File: config.mk
export PLATFORM = sky130hd
export DESIGN_NAME = cga_isa_bridge_flat
export DESIGN_NICKNAME = d
export VERILOG_FILES = /design/src/rtl/cga_isa_bridge_if.sv /design/src/rtl/cga_isa_bridge.sv /design/src/flat_wrapper.sv
export SDC_FILE = /design/constraint.sdc
export NUM_CORES = 1
export LEC_CHECK = 0
export ABC_AREA = 0
export CORE_MARGIN = 8
export CORE_UTILIZATION = 35
export CTS_CLUSTER_SIZE = 25
export DETAILED_ROUTE_END_ITERATION = 10
export SETUP_SLACK_MARGIN = 0.4
export SKIP_LAST_GASP = 1
export SLEW_MARGIN = 20
export SYNTH_ARGS = -nofsm -noshare
export SYNTH_HDL_FRONTEND = slang
export SYNTH_SLANG_ARGS = --single-unit
export TNS_END_PERCENT = 100
File: constraint.sdc
create_clock -name clk -period 2.3 [get_ports clk]
set_input_delay 0.23 -clock clk [delete_from_list [all_inputs] [get_ports clk]]
set_output_delay 0.23 -clock clk [all_outputs]
set_load 0.03 [all_outputs]
File: src/rtl/cga_isa_bridge_if.sv
// CPU-side request/ack and ISA-side strobed bus bundle for cga_isa_bridge.
// slave = bridge view, master = CPU/target view.
interface cga_isa_bridge_if;
  logic        cpu_req;
  logic        cpu_we;
  logic        cpu_io;
  logic [19:0] cpu_addr;
  logic [7:0]  cpu_wdata;
  logic        cpu_ack;
  logic [7:0]  cpu_rdata;
  logic        cpu_err;
  logic        busy;
  logic [19:0] bus_a;
  logic [7:0]  bus_d;
  logic        bus_ior_l;
  logic        bus_iow_l;
  logic        bus_memr_l;
  logic        bus_memw_l;
  logic        bus_aen;
  logic [7:0]  bus_in;
  logic        bus_rdy;

  modport slave (
    input  cpu_req, cpu_we, cpu_io,
    input  cpu_addr, cpu_wdata,
    output cpu_ack, cpu_rdata, cpu_err, busy,
    output bus_a, bus_d, bus_aen,
    output bus_ior_l, bus_iow_l,
    output bus_memr_l, bus_memw_l,
    input  bus_in, bus_rdy
  );

  modport master (
    output cpu_req, cpu_we, cpu_io,
    output cpu_addr, cpu_wdata,
    input  cpu_ack, cpu_rdata, cpu_err, busy,
    input  bus_a, bus_d, bus_aen,
    input  bus_ior_l, bus_iow_l,
    input  bus_memr_l, bus_memw_l,
    output bus_in, bus_rdy
  );
endinterface

File: src/rtl/cga_isa_bridge.sv
// CPU single-beat request to ISA strobed bus cycle bridge (setup/strobe/hold).
// Optional macro BRIDGE_TIMEOUT_EN: bounded ready-low wait with cpu_err.
module cga_isa_bridge #(
  parameter int SETUP_CYCLES  = 2,
  parameter int STROBE_CYCLES = 6,
  parameter int HOLD_CYCLES   = 1
`ifdef BRIDGE_TIMEOUT_EN
  ,
  parameter int TIMEOUT_CYCLES = 255
`endif
) (
  input logic            clk,
  input logic            reset_n,
  cga_isa_bridge_if.slave bif
);

  localparam int SC = (SETUP_CYCLES < 1) ? 1 : SETUP_CYCLES;
  localparam int TC = (STROBE_CYCLES < 1) ? 1 : STROBE_CYCLES;
  localparam int HC = (HOLD_CYCLES < 0) ? 0 : HOLD_CYCLES;
  localparam logic [7:0] S_LD = 8'(SC - 1);
  localparam logic [7:0] T_LD = 8'(TC - 1);
  localparam logic [7:0] H_LD = (HC > 0) ? 8'(HC - 1) : 8'd0;
`ifdef BRIDGE_TIMEOUT_EN
  localparam int OC = (TIMEOUT_CYCLES < 1) ? 1 : TIMEOUT_CYCLES;
  localparam logic [7:0] O_LD = 8'(OC - 1);
`endif

  typedef enum logic [2:0] {
    IDLE, SETUP, STROBE, WAIT, HOLD, DONE
  } state_t;

  state_t      state_q, state_d;
  logic [7:0]  cnt_q, cnt_d;
  logic [19:0] a_q, a_d;
  logic [7:0]  dat_q, dat_d;
  logic        we_q, we_d;
  logic        io_q, io_d;
  logic        ior_q, ior_d;
  logic        iow_q, iow_d;
  logic        memr_q, memr_d;
  logic        memw_q, memw_d;
  logic        aen_q, aen_d;
  logic        ack_q, ack_d;
  logic [7:0]  rdata_q, rdata_d;
  logic [7:0]  rl_q, rl_d;
  logic        fin;
`ifdef BRIDGE_TIMEOUT_EN
  logic [7:0]  tcnt_q, tcnt_d;
  logic        to_q, to_d;
  logic        err_q, err_d;
`endif

  assign bif.bus_a      = a_q;
  assign bif.bus_d      = dat_q;
  assign bif.bus_ior_l  = ior_q;
  assign bif.bus_iow_l  = iow_q;
  assign bif.bus_memr_l = memr_q;
  assign bif.bus_memw_l = memw_q;
  assign bif.bus_aen    = aen_q;
  assign bif.cpu_ack    = ack_q;
  assign bif.cpu_rdata  = rdata_q;
  assign bif.busy       = (state_q != IDLE);
`ifdef BRIDGE_TIMEOUT_EN
  assign bif.cpu_err    = err_q;
`else
  assign bif.cpu_err    = 1'b0;
`endif

  // Next-state and next-output logic for the bus cycle sequencer
  always_comb begin
    state_d = state_q;
    cnt_d   = cnt_q;
    a_d     = a_q;
    dat_d   = dat_q;
    we_d    = we_q;
    io_d    = io_q;
    ior_d   = ior_q;
    iow_d   = iow_q;
    memr_d  = memr_q;
    memw_d  = memw_q;
    aen_d   = aen_q;
    ack_d   = 1'b0;
    rdata_d = rdata_q;
    rl_d    = rl_q;
    fin     = 1'b0;
`ifdef BRIDGE_TIMEOUT_EN
    tcnt_d  = tcnt_q;
    to_d    = to_q;
    err_d   = 1'b0;
`endif
    unique case (state_q)
      IDLE: begin
        if (bif.cpu_req) begin
          a_d     = bif.cpu_addr;
          dat_d   = bif.cpu_wdata;
          we_d    = bif.cpu_we;
          io_d    = bif.cpu_io;
          aen_d   = 1'b0;
          cnt_d   = S_LD;
          state_d = SETUP;
`ifdef BRIDGE_TIMEOUT_EN
          to_d    = 1'b0;
`endif
        end
      end
      SETUP: begin
        if (cnt_q != 8'd0) begin
          cnt_d = cnt_q - 8'd1;
        end else begin
          unique case (1'b1)
            io_q && we_q:   iow_d  = 1'b0;
            io_q && !we_q:  ior_d  = 1'b0;
            !io_q && we_q:  memw_d = 1'b0;
            default:        memr_d = 1'b0;
          endcase
          cnt_d   = T_LD;
          state_d = STROBE;
        end
      end
      STROBE: begin
        if (cnt_q != 8'd0) begin
          cnt_d = cnt_q - 8'd1;
        end else if (bif.bus_rdy) begin
          fin = 1'b1;
        end else begin
          state_d = WAIT;
`ifdef BRIDGE_TIMEOUT_EN
          tcnt_d  = 8'd0;
`endif
        end
      end
      WAIT: begin
        if (bif.bus_rdy) begin
          fin = 1'b1;
        end
`ifdef BRIDGE_TIMEOUT_EN
        else if (tcnt_q == O_LD) begin
          fin  = 1'b1;
          to_d = 1'b1;
        end else begin
          tcnt_d = tcnt_q + 8'd1;
        end
`endif
      end
      HOLD: begin
        if (cnt_q != 8'd0) cnt_d = cnt_q - 8'd1;
        else state_d = DONE;
      end
      DONE: begin
        ack_d   = 1'b1;
        aen_d   = 1'b1;
        state_d = IDLE;
        if (!we_q) rdata_d = rl_q;
`ifdef BRIDGE_TIMEOUT_EN
        err_d   = to_q;
`endif
      end
      default: state_d = IDLE;
    endcase
    if (fin) begin
      ior_d  = 1'b1;
      iow_d  = 1'b1;
      memr_d = 1'b1;
      memw_d = 1'b1;
      if (!we_q) rl_d = bif.bus_in;
`ifdef BRIDGE_TIMEOUT_EN
      if (to_d && !we_q) rl_d = 8'hFF;
`endif
      if (HC == 0) begin
        state_d = DONE;
      end else begin
        state_d = HOLD;
        cnt_d   = H_LD;
      end
    end
  end

  // Sequencer state, bus drive and CPU response registers
  always_ff @(posedge clk or negedge reset_n) begin
    if (!reset_n) begin
      state_q <= IDLE;
      cnt_q   <= 8'd0;
      a_q     <= 20'd0;
      dat_q   <= 8'd0;
      we_q    <= 1'b0;
      io_q    <= 1'b0;
      ior_q   <= 1'b1;
      iow_q   <= 1'b1;
      memr_q  <= 1'b1;
      memw_q  <= 1'b1;
      aen_q   <= 1'b1;
      ack_q   <= 1'b0;
      rdata_q <= 8'd0;
      rl_q    <= 8'd0;
`ifdef BRIDGE_TIMEOUT_EN
      tcnt_q  <= 8'd0;
      to_q    <= 1'b0;
      err_q   <= 1'b0;
`endif
    end else begin
      state_q <= state_d;
      cnt_q   <= cnt_d;
      a_q     <= a_d;
      dat_q   <= dat_d;
      we_q    <= we_d;
      io_q    <= io_d;
      ior_q   <= ior_d;
      iow_q   <= iow_d;
      memr_q  <= memr_d;
      memw_q  <= memw_d;
      aen_q   <= aen_d;
      ack_q   <= ack_d;
      rdata_q <= rdata_d;
      rl_q    <= rl_d;
`ifdef BRIDGE_TIMEOUT_EN
      tcnt_q  <= tcnt_d;
      to_q    <= to_d;
      err_q   <= err_d;
`endif
    end
  end

endmodule

File: src/flat_wrapper.sv
// flat-port wrapper written by rule: the top's interface ports become plain ports
module cga_isa_bridge_flat 
#(
  parameter int SETUP_CYCLES  = 2,
  parameter int STROBE_CYCLES = 6,
  parameter int HOLD_CYCLES   = 1

)
  (clk, reset_n, bif_cpu_req, bif_cpu_we, bif_cpu_io, bif_cpu_addr, bif_cpu_wdata, bif_cpu_ack, bif_cpu_rdata, bif_cpu_err, bif_busy, bif_bus_a, bif_bus_d, bif_bus_aen, bif_bus_ior_l, bif_bus_iow_l, bif_bus_memr_l, bif_bus_memw_l, bif_bus_in, bif_bus_rdy);
  cga_isa_bridge_if bif_i ();
  input logic clk;
  input logic reset_n;
  input wire logic [$bits(bif_i.cpu_req)-1:0] bif_cpu_req;
  input wire logic [$bits(bif_i.cpu_we)-1:0] bif_cpu_we;
  input wire logic [$bits(bif_i.cpu_io)-1:0] bif_cpu_io;
  input wire logic [$bits(bif_i.cpu_addr)-1:0] bif_cpu_addr;
  input wire logic [$bits(bif_i.cpu_wdata)-1:0] bif_cpu_wdata;
  output wire logic [$bits(bif_i.cpu_ack)-1:0] bif_cpu_ack;
  output wire logic [$bits(bif_i.cpu_rdata)-1:0] bif_cpu_rdata;
  output wire logic [$bits(bif_i.cpu_err)-1:0] bif_cpu_err;
  output wire logic [$bits(bif_i.busy)-1:0] bif_busy;
  output wire logic [$bits(bif_i.bus_a)-1:0] bif_bus_a;
  output wire logic [$bits(bif_i.bus_d)-1:0] bif_bus_d;
  output wire logic [$bits(bif_i.bus_aen)-1:0] bif_bus_aen;
  output wire logic [$bits(bif_i.bus_ior_l)-1:0] bif_bus_ior_l;
  output wire logic [$bits(bif_i.bus_iow_l)-1:0] bif_bus_iow_l;
  output wire logic [$bits(bif_i.bus_memr_l)-1:0] bif_bus_memr_l;
  output wire logic [$bits(bif_i.bus_memw_l)-1:0] bif_bus_memw_l;
  input wire logic [$bits(bif_i.bus_in)-1:0] bif_bus_in;
  input wire logic [$bits(bif_i.bus_rdy)-1:0] bif_bus_rdy;
  assign bif_i.cpu_req = bif_cpu_req;
  assign bif_i.cpu_we = bif_cpu_we;
  assign bif_i.cpu_io = bif_cpu_io;
  assign bif_i.cpu_addr = bif_cpu_addr;
  assign bif_i.cpu_wdata = bif_cpu_wdata;
  assign bif_cpu_ack = bif_i.cpu_ack;
  assign bif_cpu_rdata = bif_i.cpu_rdata;
  assign bif_cpu_err = bif_i.cpu_err;
  assign bif_busy = bif_i.busy;
  assign bif_bus_a = bif_i.bus_a;
  assign bif_bus_d = bif_i.bus_d;
  assign bif_bus_aen = bif_i.bus_aen;
  assign bif_bus_ior_l = bif_i.bus_ior_l;
  assign bif_bus_iow_l = bif_i.bus_iow_l;
  assign bif_bus_memr_l = bif_i.bus_memr_l;
  assign bif_bus_memw_l = bif_i.bus_memw_l;
  assign bif_i.bus_in = bif_bus_in;
  assign bif_i.bus_rdy = bif_bus_rdy;
  cga_isa_bridge #(.SETUP_CYCLES(SETUP_CYCLES), .STROBE_CYCLES(STROBE_CYCLES), .HOLD_CYCLES(HOLD_CYCLES)) u_core (.clk(clk), .reset_n(reset_n), .bif(bif_i));
endmodule
==> results.sh <==
export IMPL_status="complete, no violations"
export IMPL_die_height_microns=103
export IMPL_p_clk_frac=0.157
export IMPL_fillers=649
export IMPL_setup_viol=0
export IMPL_finalPower_uw=6370
export IMPL_coreArea_sq_mm=0.00757
export IMPL_syn_avg_cell_area_sq_um=13.5
export IMPL_first_pass_iters=4
export IMPL_grt_pass1_vias=2067
export IMPL_finalWorstSetupSlack_ns=0.374
export IMPL_synth_top_family_by_area="multiplexers"
export IMPL_antenna_found_initial=0
export IMPL_swShare=0.390
export IMPL_port_buffers=84
export IMPL_ys_types=42
export IMPL_fin_crit_ns=1.93
export IMPL_drtIter0Drc=56
export IMPL_ys_seq_area_frac=0.591
export IMPL_die_area_sq_mm=0.0107
export IMPL_initial_core_util=0.354
export IMPL_wl_microns=6670
export IMPL_worstPathArrival_ns=2.21
export IMPL_cp_end_kind="flop"
export IMPL_die_w_microns=103
export IMPL_clkLatencyLatePin_ns=0.34
export IMPL_antenna_cells=0
export IMPL_crit_family="simple AND/OR/NAND/NOR gates"
export IMPL_finalHoldViolations=0
export IMPL_routabilityCongestion=0.812
export IMPL_maxCapViolCount=0
export IMPL_path_max_fanout=5
export IMPL_slowest_delay_ns=0.53
export IMPL_synth_compound_area_frac=0.0995
export IMPL_dp_slack_ns=0.171
export IMPL_synthCells=198
export IMPL_row_count=32
export IMPL_final_net_count=348
export IMPL_regToRegEndpoint="u_core.cnt_q[7]$_DFFE_PN0P_"
export IMPL_rsz0062_at_grt="yes"
export IMPL_p_leak_uw=0.00176
export IMPL_gr_total_overflow=0
export IMPL_clock_sinks=63
export IMPL_crit_path_start_kind="flop"
export IMPL_ctsLongestPathBuffers=2
export IMPL_grt_first_pass_wirelength_microns=10600
export IMPL_fmax_ghz=0.519
export IMPL_grt_usage=0.133
export IMPL_p_per_area_mw_per_mm2=1550
export IMPL_synthMuxAreaShare=0.193
export IMPL_vias_per_cell=4.86
export IMPL_critPathRequiredTime_ns=2.59
export IMPL_synth_adder_area_share=0.00467
export IMPL_antenna_left=0
export IMPL_yosysWarnings=0
export IMPL_grt_max_degree=64
export IMPL_path_cells="buf_4 > or4_4 > or4b_1 > a211oi_2 > a21o_1"
export IMPL_multi_input_area_sq_mm=0.00111
export IMPL_reg2reg_slack_ns=0.37
export IMPL_synth_seq_cells=63
export IMPL_peakVddDrop_mv=0.606
export IMPL_wl_per_cell_microns=16.2
export IMPL_place_hpwl_microns=4430
export IMPL_clkTransAtPathRegs_ns=0.07
export IMPL_synth_xor_area_frac=0.00327
export IMPL_htreeDepth=3
export IMPL_worstHoldPathType="primary input to async pin"
export IMPL_synth_area_sq_mm=0.00268
export IMPL_finalCritPeriodShare=0.837
export IMPL_seq_power_share=0.315
export IMPL_power_switching_uw=2480
export IMPL_final_setup_tns_ns=0
export IMPL_drive_gt1_frac=0.361
export IMPL_p_int_uw=3890
export IMPL_critical_path_slowest_cell="or4b_1"
export IMPL_vias=2004
export IMPL_reg2regPathDepth=5
export IMPL_critPathBufInv=1
export IMPL_drc=0
export IMPL_skew_ns=0.00567
export IMPL_cts_tree="done"
export IMPL_combinationalPowerShare=0.528
export IMPL_synth_simple_area_share=0.0775
export IMPL_cts_inserted_buffers=9
export IMPL_r2r_start="u_core.cnt_q[1]$_DFFE_PN0P_"
export IMPL_maxSlewViolCount=0
export IMPL_regArea_sq_mm=0.00159
export IMPL_ios=86
export IMPL_criticalPathCategory="flop to flop"
export IMPL_crit_start="u_core.cnt_q[1]$_DFFE_PN0P_"
export IMPL_syn_nets=241
export IMPL_syn_to_final_growth_pct=53.4
export IMPL_cts_root_buffer="clkbuf_8"
[final cells by class]
type / count / share of cell area
flip-flops and latches: 63 / 0.387
multi-input cells: 117 / 0.270
repair buffers: 104 / 0.253
clock buffers: 11 / 0.0368
well taps: 102 / 0.0311
clock inverters: 5 / 0.0137
inverters: 10 / 0.00913
[repair_timing]
item | in CTS | in global routing
endpoints found under the setup margin | 15 | 21
pin swaps | 1 | 4
endpoints found under the hold margin | 58 | 0
resized for setup | 7 | 19
buffers inserted | 8 | 4
hold buffers | 1 | 0
cloned | 0 | 1
[layout by cell type, fill, tap and decap left out, types with 2 or more instances in the layout]
master and count:
clkdlybuf4s50_1 82, dfrtp_1 53, mux2_2 38, buf_4 13, clkbuf_8 11, inv_1 8, o21ai_0 8, mux2_4 8
nand2_1 7, a21o_1 5, dfstp_2 5, dfrtp_2 5, buf_12 4, a21oi_1 3, a211oi_1 3, nand4b_1 3
inv_2 2, o211a_1 2, nor3_1 2, nand4_1 2, or3_1 2, nor2_1 2, nor2_2 2, o31ai_1 2
a22o_1 2, clkinv_2 2, buf_2 2
[tightest hold or removal path: stages]
cell and delay (ns):
dlygate4sd3_1 0.52, buf_2 0.12, buf_12 0.30
[layer usage]
metal / track usage / vias up / routed length, microns / part of all wire
met3: 0.0669 / 14 / 702 / 0.11
met5: 0 / - / 0 / 0
met1: 0.159 / 988 / 2730 / 0.41
met4: 0.0756 / 0 / 170 / 0.025
li1: - / 936 / - / -
met2: 0.189 / 66 / 3070 / 0.46
[power by group through the flow]
| stage | Sequential (uW) | Combinational, uW | Clock, uW |
|---|---|---|---|
| 2_1_floorplan | 2630 | 1260 | 0 |
| 3_3_place_gp | 2000 | 3050 | 0 |
| 3_5_place_dp | 2030 | 3070 | 0 |
| 4_1_cts | 2000 | 3210 | 1030 |
| 5_1_grt | 2090 | 3590 | 1070 |
| 6_report | 2010 | 3360 | 1000 |
[cells in the mapped netlist, drive strengths merged]
master,count,share of area
a211oi,4,0.011
a21boi,1,0.0028
a21o,6,0.017
a21oi,4,0.0075
a221o,1,0.0037
a22o,2,0.0065
a31o,1,0.0033
and2,1,0.0023
buf,7,0.014
clkbuf,1,0.0014
conb,1,0.0014
dfrtp,58,0.54
dfstp,5,0.049
ha,1,0.0047
inv,10,0.014
mux2,46,0.19
nand2,7,0.0098
nand4,2,0.0047
nand4b,3,0.0098
nor2,5,0.0070
nor2b,1,0.0023
nor3,3,0.0098
nor3b,1,0.0047
nor4b,1,0.0056
o211a,2,0.0075
o211ai,1,0.0028
o21a,1,0.0028
o21ai,8,0.015
o221a,1,0.0042
o22ai,1,0.0023
o31ai,2,0.0056
o32a,1,0.0037
o41ai,1,0.0033
or3,4,0.0098
or4,1,0.0042
or4b,2,0.0075
xor2,1,0.0033
[sequential cells by signal, indices dropped and copies added (netlist names), 3 cells and up]
signal	cells
u_core.bif.cpu_rdata	8
u_core.state_q	3
u_core.cnt_q	8
u_core.bif.bus_d	8
u_core.bif.bus_a	20
u_core.rl_q	8
[worst max path at each step]
stage                                   to  slack (ns)  cells after the start
3_3_place_gp    u_core.rl_q[4]$_DFFE_PN0P_        0.17                      5
3_5_place_dp    u_core.rl_q[2]$_DFFE_PN0P_        0.17                      5
6_report       u_core.cnt_q[7]$_DFFE_PN0P_        0.37                      5
4_1_cts        u_core.cnt_q[7]$_DFFE_PN0P_        0.40                      5
2_1_floorplan   u_core.rl_q[0]$_DFFE_PN0P_        0.44                      6
5_1_grt         u_core.rl_q[2]$_DFFE_PN0P_        0.32                      8
[metrics by stage]
| stage | area, sq um | hold WS, ns | util | cells |
|---|---|---|---|---|
| after floorplan | 2700 | -0.0656 | - | 198 |
| after global placement | 3700 | 0.269 | 0.488 | 382 |
| after detailed placement | 3700 | 0.274 | 0.488 | 382 |
| after CTS | 4010 | 0.432 | 0.530 | 407 |
| after global routing | 4110 | 0.464 | 0.543 | 412 |
| final | 4110 | 0.428 | 0.543 | 412 |
[kinds of logic after synthesis]
kind of cell               after synthesis
buffers and inverters                   18
AOI/OAI and AO/OA                       37
DFF                                     63
other                                    1
adders and majority gates                1
xor gates and xnor gates                 1
muxes                                   46
and+or+nand+nor                         31
Power figures use the tool's default switching activity.
